**src/rtl/btn_sched_pkg.sv**
```systemverilog
// Shared defaults and event record layout for the button event scheduler.
package btn_sched_pkg;

  localparam int N_BTN_DEF      = 5;
  localparam int ID_W_DEF       = 3;
  localparam int TS_W_DEF       = 16;
  localparam int TICK_DIV_DEF   = 2500000;
  localparam int STABLE_CNT_DEF = 2;
  localparam int FIFO_DEPTH_DEF = 4;

  // Queued event: button index in the MSBs, tick timestamp below it.
  typedef struct packed {
    logic [ID_W_DEF-1:0] id;
    logic [TS_W_DEF-1:0] ts;
  } evt_t;

  localparam int EVT_W_DEF = ID_W_DEF + TS_W_DEF;

  function automatic int rr_next(input int idx, input int n);
    return (idx + 1 >= n) ? 0 : idx + 1;
  endfunction

endpackage

```
**src/rtl/event_fifo.sv**
```systemverilog
// Synchronous event queue; the write side may accept while full if the head pops in the same cycle.
module event_fifo #(
  parameter int WIDTH = 19,
  parameter int DEPTH = 4
) (
  input  logic             clk,
  input  logic             rst_n,
  input  logic             push_valid,
  output logic             push_ready,
  input  logic [WIDTH-1:0] push_data,
  output logic             pop_valid,
  input  logic             pop_ready,
  output logic [WIDTH-1:0] pop_data
);

  localparam int AW = (DEPTH > 1) ? $clog2(DEPTH) : 1;
  localparam int CW = AW + 1;

  logic [WIDTH-1:0] mem_q [DEPTH];
  logic [WIDTH-1:0] mem_d [DEPTH];
  logic [AW-1:0]    wr_ptr_q, wr_ptr_d;
  logic [AW-1:0]    rd_ptr_q, rd_ptr_d;
  logic [CW-1:0]    count_q, count_d;
  logic             full;
  logic             push;
  logic             pop;

  // Handshake: a word moves on push_valid && push_ready or pop_valid && pop_ready.
  always_comb begin
    full       = (count_q == CW'(DEPTH));
    pop_valid  = (count_q != '0);
    pop        = pop_valid && pop_ready;
    push_ready = !full || pop;
    push       = push_valid && push_ready;
    pop_data   = pop_valid ? mem_q[rd_ptr_q] : '0;

    mem_d    = mem_q;
    wr_ptr_d = wr_ptr_q;
    rd_ptr_d = rd_ptr_q;
    count_d  = count_q;
    if (push) begin
      mem_d[wr_ptr_q] = push_data;
      wr_ptr_d        = wr_ptr_q + 1'b1;
    end
    if (pop) begin
      rd_ptr_d = rd_ptr_q + 1'b1;
    end
    if (push && !pop) begin
      count_d = count_q + 1'b1;
    end else if (pop && !push) begin
      count_d = count_q - 1'b1;
    end
  end

  always_ff @(posedge clk or negedge rst_n) begin
    if (!rst_n) begin
      for (int i = 0; i < DEPTH; i++) mem_q[i] <= '0;
      wr_ptr_q <= '0;
      rd_ptr_q <= '0;
      count_q  <= '0;
    end else begin
      mem_q    <= mem_d;
      wr_ptr_q <= wr_ptr_d;
      rd_ptr_q <= rd_ptr_d;
      count_q  <= count_d;
    end
  end

endmodule

```
**src/rtl/button_event_scheduler.sv**
```systemverilog
// Debounces all buttons off one shared sample tick and serializes presses into a
// timestamped event queue through a round-robin arbiter.
module button_event_scheduler
  import btn_sched_pkg::*;
#(
  parameter int N_BTN      = N_BTN_DEF,
  parameter int ID_W       = ID_W_DEF,
  parameter int TICK_DIV   = TICK_DIV_DEF,
  parameter int STABLE_CNT = STABLE_CNT_DEF,
  parameter int TS_W       = TS_W_DEF,
  parameter int FIFO_DEPTH = FIFO_DEPTH_DEF
) (
  input  logic             clk,
  input  logic             rst_n,
  input  logic [N_BTN-1:0] btn_raw,
  output logic [N_BTN-1:0] btn_level,
  output logic [N_BTN-1:0] btn_press,
  output logic             evt_valid,
  input  logic             evt_ready,
  output logic [ID_W-1:0]  evt_id,
  output logic [TS_W-1:0]  evt_time,
  output logic             overflow,
  input  logic             overflow_clr
);

  localparam int CNT_W = (TICK_DIV > 2) ? $clog2(TICK_DIV) : 1;
  localparam int SC_W  = (STABLE_CNT > 1) ? $clog2(STABLE_CNT) : 1;
  localparam int EVT_W = ID_W + TS_W;
  localparam logic [CNT_W-1:0] TICK_LAST = CNT_W'(TICK_DIV - 1);
  localparam logic [SC_W-1:0]  SC_LAST   = SC_W'(STABLE_CNT - 1);

  logic [N_BTN-1:0] sync1_q, sync2_q;
  logic [CNT_W-1:0] tick_cnt_q, tick_cnt_d;
  logic [TS_W-1:0]  ts_q, ts_d;
  logic [SC_W-1:0]  stab_q [N_BTN];
  logic [SC_W-1:0]  stab_d [N_BTN];
  logic [N_BTN-1:0] level_q, level_d;
  logic [N_BTN-1:0] level_prev_q;
  logic [N_BTN-1:0] pending_q, pending_d;
  logic [TS_W-1:0]  stamp_q [N_BTN];
  logic [TS_W-1:0]  stamp_d [N_BTN];
  logic [ID_W-1:0]  rr_ptr_q, rr_ptr_d;
  logic             overflow_q, overflow_d;

  logic             tick;
  logic [N_BTN-1:0] rise;
  logic [N_BTN-1:0] grant_oh;
  logic [N_BTN-1:0] drop;
  logic             grant_found;
  logic [ID_W-1:0]  grant_idx;
  logic             fifo_push_ready;
  logic             push;
  logic [EVT_W-1:0] push_data;
  logic [EVT_W-1:0] head_data;

  always_comb begin
    tick       = (tick_cnt_q == TICK_LAST);
    tick_cnt_d = tick ? '0 : tick_cnt_q + 1'b1;
    ts_d       = tick ? ts_q + 1'b1 : ts_q;

    level_d = level_q;
    stab_d  = stab_q;
    if (tick) begin
      for (int i = 0; i < N_BTN; i++) begin
        if (sync2_q[i] != level_q[i]) begin
          if (stab_q[i] == SC_LAST) begin
            level_d[i] = sync2_q[i];
            stab_d[i]  = '0;
          end else begin
            stab_d[i] = stab_q[i] + 1'b1;
          end
        end else begin
          stab_d[i] = '0;
        end
      end
    end

    rise = level_q & ~level_prev_q;

    // First pending index at or after rr_ptr, scanning circularly.
    grant_found = 1'b0;
    grant_idx   = '0;
    for (int k = 0; k < N_BTN; k++) begin
      automatic int c = int'(rr_ptr_q) + k;
      if (c >= N_BTN) c = c - N_BTN;
      if (!grant_found && pending_q[c]) begin
        grant_found = 1'b1;
        grant_idx   = ID_W'(c);
      end
    end
    push      = grant_found && fifo_push_ready;
    push_data = {grant_idx, stamp_q[grant_idx]};
    grant_oh  = '0;
    if (push) grant_oh[grant_idx] = 1'b1;

    // A press on a bit being granted this cycle replaces it rather than being lost.
    drop      = rise & pending_q & ~grant_oh;
    pending_d = (pending_q & ~grant_oh) | rise;
    stamp_d   = stamp_q;
    for (int i = 0; i < N_BTN; i++) begin
      if (rise[i] && !drop[i]) stamp_d[i] = ts_q;
    end

    rr_ptr_d = push ? ID_W'(rr_next(int'(grant_idx), N_BTN)) : rr_ptr_q;

    if (|drop) begin
      overflow_d = 1'b1;
    end else if (overflow_clr) begin
      overflow_d = 1'b0;
    end else begin
      overflow_d = overflow_q;
    end
  end

  always_ff @(posedge clk or negedge rst_n) begin
    if (!rst_n) begin
      sync1_q      <= '0;
      sync2_q      <= '0;
      tick_cnt_q   <= '0;
      ts_q         <= '0;
      level_q      <= '0;
      level_prev_q <= '0;
      pending_q    <= '0;
      rr_ptr_q     <= '0;
      overflow_q   <= 1'b0;
      for (int i = 0; i < N_BTN; i++) begin
        stab_q[i]  <= '0;
        stamp_q[i] <= '0;
      end
    end else begin
      sync1_q      <= btn_raw;
      sync2_q      <= sync1_q;
      tick_cnt_q   <= tick_cnt_d;
      ts_q         <= ts_d;
      level_q      <= level_d;
      level_prev_q <= level_q;
      pending_q    <= pending_d;
      rr_ptr_q     <= rr_ptr_d;
      overflow_q   <= overflow_d;
      stab_q       <= stab_d;
      stamp_q      <= stamp_d;
    end
  end

  event_fifo #(
    .WIDTH (EVT_W),
    .DEPTH (FIFO_DEPTH)
  ) u_fifo (
    .clk        (clk),
    .rst_n      (rst_n),
    .push_valid (grant_found),
    .push_ready (fifo_push_ready),
    .push_data  (push_data),
    .pop_valid  (evt_valid),
    .pop_ready  (evt_ready),
    .pop_data   (head_data)
  );

  assign btn_level = level_q;
  assign btn_press = rise;
  assign overflow  = overflow_q;
  assign evt_id    = head_data[EVT_W-1:TS_W];
  assign evt_time  = head_data[TS_W-1:0];

endmodule
```
**config.mk**
```make
export PLATFORM = sky130hd
export DESIGN_NAME = button_event_scheduler
export DESIGN_NICKNAME = d
export VERILOG_FILES = /design/src/rtl/btn_sched_pkg.sv /design/src/rtl/event_fifo.sv /design/src/rtl/button_event_scheduler.sv
export SDC_FILE = /design/constraint.sdc
export NUM_CORES = 1
export LEC_CHECK = 0
export ABC_AREA = 0
export BUFFER_PORTS_ARGS = -buffer_cell sky130_fd_sc_hd__buf_2
export CAP_MARGIN = 25
export CORE_ASPECT_RATIO = 0.7
export CORE_UTILIZATION = 60
export DETAILED_ROUTE_END_ITERATION = 8
export PLACE_DENSITY = 0.82
export REMOVE_ABC_BUFFERS = 1
export SYNTH_ARGS = -nofsm -noshare
export SYNTH_HDL_FRONTEND = slang
export SYNTH_SLANG_ARGS = --single-unit
```
**constraint.sdc**
```tcl
create_clock -name clk -period 5.66 [get_ports clk]
set_input_delay 0.849 -clock clk [delete_from_list [all_inputs] [get_ports clk]]
set_output_delay 0.849 -clock clk [all_outputs]
set_load 0.01 [all_outputs]
```
### Word-level counts from Yosys, hierarchy flattened

Index checks and enable logic that the tools add are counted.

* register bits: 235
* output and inout bits: 31
* logic and storage cells: 181

* add/sub/neg operators: 21
* magnitude comparators: 17
* equality and inequality tests: 7
* muxes and demuxes: 59
* bitwise logic cells: 10
* reduce and logical (&&, ||, !) cells: 37

Operator list (count)
* < comparator 32 x 5 -> 1 bit, second input constant: 5
* two-way mux 32 bit: 5
* bitwise mux 76 bit: 1
* two-way mux 19 bit: 4
* binary-select mux 16 bit (select 3 bit): 1
* binary-select mux 19 bit (select 2 bit): 1
* demux 19 bit (select 2 bit): 1
* two-way mux 16 bit: 2
* two-way mux 1 bit: 28
* two-way mux 3 bit: 8
* adder 22 x 1 -> 22 bit, second input constant: 1
* == test 22 bit, second input constant: 1
* two-way mux 22 bit: 1
* AND 5 bit: 4
* >= comparator 4 x 3 -> 1 bit, second input constant: 5
* subtractor 4 x 3 -> 5 bit, second input constant: 4
* adder 16 x 1 -> 16 bit, second input constant: 1
* binary-select mux 1 bit (select 3 bit): 5
* logical AND 1 bit: 15
* AND reduction 3 bit: 5
* zero test 1 bit: 12
* inverter 5 bit: 2
* >= comparator 3 bit, second input constant: 3
* adder 3 x 1 -> 4 bit, second input constant: 2
* other kinds (22): 34

### Longest topological paths before layout

Gate-level depths: netlist (run 1).

* word-level depth: 27
* mapped depth: 20
* mapped depth without buffers: 16

### Modules after synthesis

Synthesis (run 1) repeated with hierarchy kept, for this count alone.

* cell total of the unflattened synthesis: 963
* area, all modules: 12101.6 µm²

By module, submodules not included
* button_event_scheduler: instances 1, cells each 723, area an instance 8085.3 µm²
* event_fifo: instances 1, cells each 240, area an instance 4016.4 µm²

### Worst setup path before layout (run 1)

Ideal clock, no wire load.

* path type: reg-to-reg
* start point: register rr_ptr_q[1]
* end point: register stamp_q[21] in the netlist's numbering
* library setup time: 128 ps
* arrival time: 4261 ps
* setup slack: 1272 ps
* stages on the path, launching flop included: 16
* buffers on the path: 2
* clock period less this slack: 4388 ps
* cells stage by stage: dfrtp_1 -> clkbuf_1 -> inv_1 -> ha_1 -> a211oi_2 -> mux2_2 -> a221oi_2 -> o32ai_4 -> nor4_2 -> and3_1 -> mux2i_1 -> nand2b_4 -> o21ai_2 -> nand2_2 -> buf_4 -> mux2_1

* word-level cells in the longest chain between the ends: 27
* elaborated cells between the ends (all ways): 63
* classes of those cells: add/sub (9); order compare (7); mux (33); bitwise (2); reduce/logical (12)

RTL lines
* start, declared: RTL line button_event_scheduler.sv:42 `logic [ID_W-1:0] rr_ptr_q, rr_ptr_d;`
* start signal, assigned: RTL line button_event_scheduler.sv:138 `rr_ptr_q <= rr_ptr_d;`
* parallel branches: the longest is 22 deep, another holds subtractor 4 x 3 -> 5 bit
* two-way mux 5 bit *: RTL line button_event_scheduler.sv:94 `if (push) grant_oh[grant_idx] = 1'b1;`
* inverter 5 bit *: RTL line button_event_scheduler.sv:97 `drop = rise & pending_q & ~grant_oh;`
* AND 5 bit *: RTL line button_event_scheduler.sv:97
* zero test 1 bit *: RTL line button_event_scheduler.sv:101 `if (rise[i] && !drop[i]) stamp_d[i] = ts_q;`
* logical AND 1 bit *: RTL line button_event_scheduler.sv:101
* end signal, assigned: RTL line button_event_scheduler.sv:141 `stamp_q <= stamp_d;`
* end, declared: RTL line button_event_scheduler.sv:40 `logic [TS_W-1:0] stamp_q [N_BTN];`

Mark *: on every way between the ends. The select of a mux whose other input is x is not followed.
A chain may end at the register's enable or synchronous reset.

### Final worst setup path (run 1)

* start point: register rr_ptr_q[1]
* end point: register u_fifo.mem_q[12] in the netlist's numbering

* word-level cells in the longest chain between the ends: 23
* elaborated cells between the ends (all ways): 58
* classes of those cells: add/sub (9); order compare (5); mux (34); bitwise (1); reduce/logical (9)

RTL lines
* parallel branches: the longest is 23 deep, another holds subtractor 4 x 3 -> 5 bit
* end signal, assigned: RTL line event_fifo.sv:62 `mem_q <= mem_d;`
* end, declared: RTL line event_fifo.sv:19 `logic [WIDTH-1:0] mem_q [DEPTH];`

Several ways; the timed one is not identified. The select of a mux whose other input is x is not followed.

==> out/summary.txt, run 1 <==
Layout cell share with drive strength beyond 1 -> 24.5%
Least-Margin Pin Slew -> 1.03 ns
Placed inst area -> 0.0121 sq mm
Post-Layout Cell Count -> 1262
Vias -> 7455
LEAKAGE -> 0.00640 uW
H-tree Lvls -> 1
Reg-to-Reg Start -> rr_ptr_q[1]
RSZ-0062 raised after global routing -> false
Tcrit/Tclk final -> 86.9%
Critical path type -> flip-flop to flip-flop
Pre-antenna DRT Iters -> 5
Reg2reg path depth -> 14
Clock tree buffer depth -> 3
Count of cells resized by post-cts repair -> 0
Via/cell ratio -> 5.91
EDFF count, synth -> 0
Root buf cell -> clkbuf_16
Largest fanout on the critical path -> 28
Row count -> 42
Worst path required time -> 6.04 ns
Filler Cell Count -> 1354
Clk Latency, worst-skew pair -> 0.50 ns
Clock-pin slew on the worst setup and hold paths -> 0.07 ns
Hold Crit Start -> sync1_q[4]
Crit path DAT -> 5.30 ns
Die H -> 119 microns
Die area -> 0.0202 sq mm
Power consumption -> 6140 uW
Worst hold path endpoint -> sync2_q[4]
Relative slew margins -> 31.0%
Placed cells -> 1222
Library cells used by synthesis -> 83
Area Growth Syn to Fin -> 9.38%
Post-synth ARST share -> 100%
CTS tree -> done
Status -> finished, final reports clean
Mapped Area -> 0.0118 sq mm
CTS buffer count -> 22
Setup TNS -> 0 ns
Ys flop type -> dfrtp_1
Routability congestion estimate from global placement -> 0.948
Final Cell Area -> 0.0129 sq mm
Post-Route WL -> 24.4 mm
Element type at the critical path end -> flip-flop
Register Area -> 0.00588 sq mm
HPWL Detailed -> 15.5 mm
Initial core utilization -> 61.8%
Syn Area/Cell -> 12.2 sq um
Vias in the first global route -> 7380
Pwr dens -> 476 mW/mm^2
Synth Warn # -> 0
Max Clock Freq -> 203 MHz
Most common cell after layout, fill and taps aside -> dfrtp_1
Most frequent cells in the layout -> dfrtp_1, mux2_2, nand2_1, mux2_1, nor2_1
Cells after synthesis -> 963
Core Footprint -> 0.0191 sq mm
Peak VDD IR -> 699 uV
GRT Util Overall -> 25.4%
Crit path time final -> 4.92 ns
Num Clock Sinks -> 235
Ports -> 40
Final hold vios -> 0
Buffers on Ports -> 39
Final #Nets -> 1012
Synthesized flop and latch total -> 235
Area of the multi-input gates -> 0.00554 sq mm
Initial antenna violation count -> 0
Drc violations -> 0
Worst clock skew -> 0.0120 ns
Max-Cap Viols -> 0
Diodes inserted -> 0
Post-route ant nets -> 0
Count of pins over their slew limit -> 0
WHS Path Cells -> 0
R2R Setup Slk -> 0.74 ns
Hold Crit Class -> flip-flop to flip-flop
Drt initial violations -> 739
Post-synthesis sequential area ratio -> 49.9%
Die width -> 170 microns
Routed wire per std cell -> 19.3 microns
Global route overflow -> 0
Final setup fails -> 0
Crit path launch type -> flip-flop
Critical R2R Capture -> u_fifo.mem_q[12]
Setup Buffers After CTS -> 0
Hold-fix buffers at CTS -> 0
Global-route wire length before repair -> 40.5 mm
Largest net degree at the start of global routing -> 132
==> flip-flops by register name, summed over array words and instances, names as in the netlist, 16 cells and up <==
signal        count
stamp_q          80
ts_q             16
u_fifo.mem_q     76
tick_cnt_q       22
==> cell type report <==
type,count,area share (%)
inverter,21,0.611
clock inverter,4,0.349
tap,264,2.56
sequential,235,45.6
clock buffer,35,5.28
multi-input combinational,651,43.0
timing repair buffer,52,2.60
==> power by group <==
| part | internal (uW) | switching [uW] | total, uW |
|---|---|---|---|
| registers | 1760 | 76.6 | 1840 |
| logic | 1050 | 1780 | 2820 |
| clock network | 868 | 608 | 1480 |
| total | 3680 | 2460 | 6140 |
==> cell families (layout without fill, tap and decap cells) <==
| kind of cell | count (synthesis) | count (layout) | share of synthesized area [%] |
|---|---|---|---|
| AND/OR/NAND/NOR | 241 | 241 | 10.9 |
| AO/OA/AOI/OAI | 123 | 123 | 7.52 |
| adder cells (fa/ha/maj) | 20 | 20 | 2.19 |
| buffers and inverters | 77 | 112 | 3.21 |
| multiplexers | 214 | 214 | 22.3 |
| flip-flops | 235 | 235 | 49.9 |
| XOR/XNOR | 53 | 53 | 3.94 |
==> cell usage after synthesis (all sizes together), types with 16 or more instances <==
cell type  count  area share [%]
a21oi         23             1.1
and2          23             1.2
buf           26             1.6
clkbuf        30            0.96
dfrtp        235              50
ha            19             2.0
inv           20            0.64
mux2         173              17
mux2i         22             1.9
mux4          19             3.6
nand2         62             2.1
nand3         25             1.1
nor2          40             1.3
nor2b         31             1.6
o21ai         49             2.1
xnor2         37             2.7
xor2          16             1.2
==> stage by stage <==
| step | hold slack [ns] | setup WS, ns | util (%) |
|---|---|---|---|
| detailed placement | 0.345 | 0.908 | 63.6 |
| CTS | 0.355 | 0.879 | 67.4 |
| floorplan | 0.331 | 0.248 | - |
| global placement | 0.334 | 0.925 | 63.6 |
| global route | 0.367 | 0.556 | 67.6 |
| finish | 0.352 | 0.739 | 67.6 |
==> worst max path at each step <==
stage	startpoint	to	slack, ns	depth (start not counted)
2_1_floorplan	rr_ptr_q[0]	stamp_q[49]	0.25	13
3_3_place_gp	rr_ptr_q[0]	u_fifo.mem_q[49]	0.92	14
3_5_place_dp	rr_ptr_q[0]	u_fifo.mem_q[12]	0.91	14
4_1_cts	rr_ptr_q[1]	u_fifo.mem_q[33]	0.88	14
5_1_grt	rr_ptr_q[0]	u_fifo.mem_q[62]	0.56	12
6_report	rr_ptr_q[1]	u_fifo.mem_q[12]	0.74	14
==> per-layer routing <==
metal | track usage (%) | share of wire, %
met5 | 0 | 0
met3 | 3.59 | 4.8
met2 | 37.6 | 44
met1 | 40.6 | 50
met4 | 3.77 | 1.1
==> worst max-delay path, stage by stage (launching register included) <==
cell      delay (ns)
dfrtp_1         0.39
inv_1           0.29
ha_1            0.39
a211oi_2        0.38
mux2_2          0.39
a221oi_2        0.33
o32ai_4         0.19
nor4_2          0.43
a32oi_2         0.12
a21oi_4         0.20
buf_4           0.40
mux2_1          0.36
a21oi_1         0.31
o21ai_1         0.23
mux2_2          0.33
Power figures use the tool's default switching activity.
==> run 2, diff against run 1 <==
--- a/config.mk
+++ b/config.mk
@@ -9,9 +9,9 @@
 export BUFFER_PORTS_ARGS = -buffer_cell sky130_fd_sc_hd__buf_2
 export CAP_MARGIN = 25
 export CORE_ASPECT_RATIO = 0.7
-export CORE_UTILIZATION = 60
+export CORE_UTILIZATION = 25
 export DETAILED_ROUTE_END_ITERATION = 8
-export PLACE_DENSITY = 0.82
+export PLACE_DENSITY = 0.44
 export REMOVE_ABC_BUFFERS = 1
 export SYNTH_ARGS = -nofsm -noshare
 export SYNTH_HDL_FRONTEND = slang
==> run 2 against run 1 <==
  * Clock-buffer cell count grew 4
  * Highest routed layer unchanged
  * Global-route usage fell by 13 points
  * Die area grew 140%
  * Sequential share of layout area shrank 2.2 points
  * Setup slack improved by 0.0079 ns
  * Wire length up 18%
  * Clock power is 20% higher
  * Sequential power is essentially flat
  * Critical endpoint is now u_fifo.mem_q[45]
  * Hold slack worse by 0.0048 ns
  * Register-to-register slack about the same
  * Fmax increased by 0.16%
  * Utilization is 38 points lower
==> out/summary.txt, run 2 (same netlist as run 1, synthesis figures left out) <==
Area of the multi-input gates -> 0.00554 sq mm (unchanged)
Final hold vios -> 0 (unchanged)
Global route overflow -> 0 (unchanged)
Crit path DAT -> 5.34 ns (+0.04 ns)
Die H -> 184 microns (+54%)
Most frequent cells in the layout -> dfrtp_1, mux2_2, nand2_1, mux2_1, nor2_1
Max-Cap Viols -> 0 (unchanged)
Ports -> 40 (unchanged)
Count of cells resized by post-cts repair -> 0 (unchanged)
Final Util -> 29.2% (-38 points)
Critical path type -> flip-flop to flip-flop
Pwr dens -> 491 mW/mm^2 (+3.2%)
Via/cell ratio -> 4.52 (-23%)
Root buf cell -> clkbuf_16
Clock-pin slew on the worst setup and hold paths -> 0.06 ns (about the same)
Final setup fails -> 0 (unchanged)
Most common cell after layout, fill and taps aside -> dfrtp_1
Vias -> 7387 (-0.91%)
Status -> finished, final reports clean
Die area -> 0.0480 sq mm (+140%)
Setup Buffers After CTS -> 0 (unchanged)
Least-Margin Pin Slew -> 0.978 ns (-0.0569 ns)
CTS tree -> done
Diodes inserted -> 0 (unchanged)
Largest stage delay, worst path -> 0.55 ns (+0.12 ns)
Filler Cell Count -> 4720 (+250%)
CP max-delay cell -> a21oi_4
Global-route wire length before repair -> 46.3 mm (+14%)
Max reg flops -> 80 (unchanged)
LEAKAGE -> 0.00653 uW (+2.1%)
Peak VDD IR -> 295 uV (-58%)
Largest Register -> stamp_q
Drc violations -> 0 (unchanged)
Relative slew margins -> 34.8% (+3.8 points)
Element type at the critical path end -> flip-flop
Clock tree buffer depth -> 3 (unchanged)
Tcrit/Tclk final -> 86.8% (-0.14 points)
Num Clock Sinks -> 235 (unchanged)
Crit path time final -> 4.91 ns (-0.00790 ns)
GRT Util Overall -> 12.3% (-13 points)
Register Area -> 0.00588 sq mm (unchanged)
Largest net degree at the start of global routing -> 116 (-12%)
Row count -> 66 (+57%)
Layout cell share with drive strength beyond 1 -> 26.3% (+1.8 points)
Worst clock skew -> 0.0143 ns (+0.00234 ns)
Area Growth Syn to Fin -> 15.1%
Vias in the first global route -> 7671 (+3.9%)
RSZ-0062 raised after global routing -> false
Initial core utilization -> 25.4% (-36 points)
WP buf/inv -> 2 (unchanged)
HPWL Detailed -> 18.6 mm (+20%)
Buffers on Ports -> 39 (unchanged)
Crit-path most repeated cell -> mux2_2
Initial antenna violation count -> 0 (unchanged)
Top flop regs -> stamp_q: 80 flops, u_fifo.mem_q: 76 flops, tick_cnt_q: 22 flops
Worst path required time -> 6.08 ns (+0.04 ns)
Routed wire per std cell -> 17.6 microns (-9.1%)
Post-Route WL -> 28.7 mm (+18%)
Core Footprint -> 0.0465 sq mm (+140%)
Crit path max-delay family -> compound AO/OA/AOI/OAI gates
Clk Latency, worst-skew pair -> 0.55 ns (+0.05 ns)
Max Clock Freq -> 204 MHz (+0.16%)
CTS buffer count -> 27 (+23%)
Post-route ant nets -> 0 (unchanged)
Largest fanout on the critical path -> 17 (-39%)
H-tree Lvls -> 1 (unchanged)
Hold-fix buffers at CTS -> 0 (unchanged)
Pre-antenna DRT Iters -> 5 (unchanged)
Final #Nets -> 1030 (+1.8%)
Count of pins over their slew limit -> 0 (unchanged)
CP Cell Sequence -> inv_1, ha_1, a211oi_2, mux2_2, a221oi_2, o32ai_4, nor4_2, a32oi_2, a21oi_4, buf_4, mux2_1, a21oi_1, o21ai_1, mux2_2
Setup TNS -> 0 ns (unchanged)
Hold Crit Class -> flip-flop to flip-flop
Routability congestion estimate from global placement -> 0.822 (-13%)
Crit path launch type -> flip-flop
Die width -> 262 microns (+54%)
Drt initial violations -> 520 (-30%)
[run 2: changes by cell type in the layout (fill, tap and decap cells not counted), sizes merged]
cell	change
clkinv	+5
inv	+1
clkbuf	+4
buf	+13
bufinv	+1
[run 2: worst paths after layout]
path,start,end,slack (ns),depth (start not counted)
worst max-delay path,rr_ptr_q[1],u_fifo.mem_q[45],0.75,14
worst min-delay path,sync1_q[0],sync2_q[0],0.35,0
worst max register to register,rr_ptr_q[1],u_fifo.mem_q[45],0.75,14
worst min register to register,sync1_q[0],sync2_q[0],0.35,0
max in group asynchronous,rst_n,u_fifo.rd_ptr_q[1],4.09,2
min in group asynchronous,rst_n,ts_q[0],0.37,1
[run 2: layer usage]
layer  vias up  track usage, %  part of all wire (%)
met1      3742            19.3                    54
met5         -               0                     0
li1       3500               -                     -
met4         0            2.42                   1.5
met2       108            17.3                    40
met3        37            2.26                   3.8
[run 2: stage by stage]
step	power [uW]	area (sq um)	hold slack, ns	instances	setup WS, ns
6_report	6660	13600	0.348	1634	0.747
5_1_grt	7070	13600	0.364	1634	0.469
3_5_place_dp	4920	12700	0.337	1584	0.743
4_1_cts	6730	13600	0.351	1634	0.741
3_3_place_gp	4950	12700	0.334	1584	0.718
2_1_floorplan	3820	11500	0.331	907	0.248
[run 2: final cells by class]
cell class	count	area share (%)
Tap cell	612	5.65
Clock inverter	11	0.830
Timing Repair Buffer	65	2.95
Clock buffer	39	5.76
Multi-Input combinational cell	651	40.9
Inverter	21	0.581
Sequential cell	235	43.4
[run 2: report_power, final]
part           leakage (uW)  internal [uW]  switching [uW]
Sequential          0.00322           1760            49.8
Clock              0.000447           1050             717
Combinational       0.00286           1100            1990
==> run 3, diff against run 2 <==
--- a/config.mk
+++ b/config.mk
@@ -9,9 +9,9 @@
 export BUFFER_PORTS_ARGS = -buffer_cell sky130_fd_sc_hd__buf_2
 export CAP_MARGIN = 25
 export CORE_ASPECT_RATIO = 0.7
-export CORE_UTILIZATION = 25
+export CORE_UTILIZATION = 62
 export DETAILED_ROUTE_END_ITERATION = 8
-export PLACE_DENSITY = 0.44
+export PLACE_DENSITY = 0.85
 export REMOVE_ABC_BUFFERS = 1
 export SYNTH_ARGS = -nofsm -noshare
 export SYNTH_HDL_FRONTEND = slang
==> constraint.sdc (replaced) <==
create_clock -name clk -period 4.8 [get_ports clk]
set_input_delay 0.72 -clock clk [delete_from_list [all_inputs] [get_ports clk]]
set_output_delay 0.72 -clock clk [all_outputs]
set_load 0.01 [all_outputs]
==> run 3 against run 2 <==
  * Fmax is 8.4% higher
  * Critical path type unchanged
  * Sequential power up 22%
  * Largest cell class unchanged
  * Hold slack got worse by 0.092 ns
  * Cell count is 24% lower
  * Flip-flop and latch count unchanged
  * Critical endpoint is now u_fifo.mem_q[41]
  * Clock power barely moved
  * Setup slack worse by 0.48 ns
  * First-iteration DRC count grew 11%
  * Final area shrank 4.4%
  * Utilization grew 42 points
  * Sequential share of layout area increased by 2.0 points
  * Largest power group unchanged
==> out/summary.txt, run 3 (same netlist as run 1, synthesis figures left out) <==
Global route overflow -> 0 (unchanged)
Final hold slack -> 0.255 ns (-0.0924 ns)
Clock tree buffer depth -> 3 (unchanged)
Largest Register -> stamp_q
Layout cell share with drive strength beyond 1 -> 25.8% (-0.50 points)
Element type at the critical path end -> flip-flop
Least-Margin Pin Slew -> 1.07 ns (+0.0895 ns)
Post-route ant nets -> 0 (unchanged)
Drc violations -> 0 (unchanged)
Crit path time final -> 4.53 ns (-0.381 ns)
Routability congestion estimate from global placement -> 0.929 (+13%)
Relative slew margins -> 28.9% (-6.0 points)
Ports -> 40 (unchanged)
Final #Nets -> 1024 (-0.58%)
Area Growth Syn to Fin -> 9.97%
Count of pins over their slew limit -> 0 (unchanged)
Die width -> 167 microns (-36%)
Post-Route WL -> 25.0 mm (-13%)
Crit path launch type -> flip-flop
Largest net degree at the start of global routing -> 132 (+14%)
Status -> finished, final reports clean
Max-Cap Viols -> 0 (unchanged)
Initial core utilization -> 64.4% (+39 points)
Worst path required time -> 5.25 ns (-0.83 ns)
Max Clock Freq -> 221 MHz (+8.4%)
Initial antenna violation count -> 0 (unchanged)
Peak VDD IR -> 617 uV (+110%)
Final setup fails -> 0 (unchanged)
Via/cell ratio -> 6.18 (+37%)
Critical path type -> flip-flop to flip-flop
Pre-antenna DRT Iters -> 5 (unchanged)
Final Util -> 70.8% (+42 points)
Die area -> 0.0196 sq mm (-59%)
Buffers on Ports -> 39 (unchanged)
HPWL Detailed -> 16.0 mm (-14%)
Most common cell after layout, fill and taps aside -> dfrtp_1
Placed cells -> 1206 (-24%)
Drt initial violations -> 578 (+11%)
Die H -> 117 microns (-36%)
Clock-pin slew on the worst setup and hold paths -> 0.07 ns (about the same)
CTS tree -> done
GRT Util Overall -> 26.7% (+14 points)
Global-route wire length before repair -> 41.8 mm (-9.7%)
Post-Layout Cell Count -> 1247 (-24%)
Num Clock Sinks -> 235 (unchanged)
Worst clock skew -> 0.0106 ns (-0.00369 ns)
CTS buffer count -> 23 (-15%)
Routed wire per std cell -> 20.1 microns (+14%)
Root buf cell -> clkbuf_16
Vias in the first global route -> 7812 (+1.8%)
Core Footprint -> 0.0183 sq mm (-61%)
H-tree Lvls -> 1 (unchanged)
Hold-fix buffers at CTS -> 0 (unchanged)
Largest fanout on the critical path -> 12 (-5)
Clk Latency, worst-skew pair -> 0.51 ns (-0.04 ns)
Most frequent cells in the layout -> dfrtp_1, mux2_2, nand2_1, mux2_1, nor2_1
Pwr dens -> 573 mW/mm^2 (+17%)
Crit path DAT -> 4.98 ns (-0.36 ns)
LEAKAGE -> 0.00647 uW (-1.0%)
Row count -> 41 (-38%)
Filler Cell Count -> 1245 (-74%)
Diodes inserted -> 0 (unchanged)
Vias -> 7704 (+4.3%)
Tcrit/Tclk final -> 94.4% (+7.6 points)
Max reg flops -> 80 (unchanged)
Top flop regs -> stamp_q: 80 flops, u_fifo.mem_q: 76 flops, tick_cnt_q: 22 flops
RSZ-0062 raised after global routing -> false
Hold Crit Class -> input pin to asynchronous set/reset pin
Final hold vios -> 0 (unchanged)
-- run 3: report_power, final --
| part | internal (uW) | total, uW | switching, uW |
|---|---|---|---|
| combinational | 1330 | 3430 | 2100 |
| sequential | 2080 | 2210 | 127 |
| clock | 1040 | 1800 | 758 |
-- run 3: final timing paths --
path	startpoint	end	slack (ns)	cells past startpoint
worst max-delay path	rr_ptr_q[2]	u_fifo.mem_q[41]	0.27	13
worst min-delay path	rst_n	u_fifo.count_q[0]	0.26	1
worst max register to register	rr_ptr_q[2]	u_fifo.mem_q[41]	0.27	13
worst min register to register	sync1_q[4]	sync2_q[4]	0.35	0
max in group asynchronous	rst_n	u_fifo.mem_q[70]	3.38	2
min in group clk	btn_raw[1]	sync1_q[1]	0.31	1
-- run 3: area by class of cell --
class / instances / area (sq um) / share of cell area, %
Clock buffer: 30 / 632 / 4.87
Clock inverter: 11 / 119 / 0.917
Inverter: 21 / 78.8 / 0.608
Multi-Input combinational cell: 651 / 5550 / 42.8
Sequential cell: 235 / 5880 / 45.4
Tap cell: 236 / 295 / 2.28
Timing Repair Buffer: 63 / 410 / 3.17
-- run 3: worst max-delay path, stage by stage, from the launching register on --
cell	delay, ns
dfrtp_1	0.50
buf_4	0.22
ha_1	0.25
a211oi_2	0.31
mux2_2	0.39
a221oi_2	0.33
o32ai_4	0.19
nor4_2	0.40
and3_1	0.33
mux2i_2	0.39
inv_1	0.28
buf_4	0.27
o21ai_1	0.35
mux2_2	0.24
-- run 3: metal layers --
layer	part of all wire, %	global-route usage, %	up-vias	wire, microns
li1	-	-	3477	-
met1	48	40.7	3945	11900
met2	44	40.5	234	11100
met3	6.0	4.22	48	1510
met4	1.9	5.79	0	475
met5	0	0	-	0
-- run 3: metrics by stage --
step	area, sq um	TNS (ns)	setup slack, ns	total power, uW
final	13000	0	0.269	7430
after global routing	13000	0	0.0404	7800
after CTS	13000	0	0.197	7410
after detailed placement	12200	0	0.329	5590
after global placement	12200	0	0.469	5540
after floorplan	11500	-55.40	-0.612	4500
-- run 3: what timing repair did --
| item | 4_1_cts | 5_1_grt |
|---|---|---|
| resized for setup | 0 | 1 |
| endpoints found under the hold margin | 0 | 0 |
| setup endpoints to repair | 0 | 30 |
| buffers inserted | 0 | 0 |
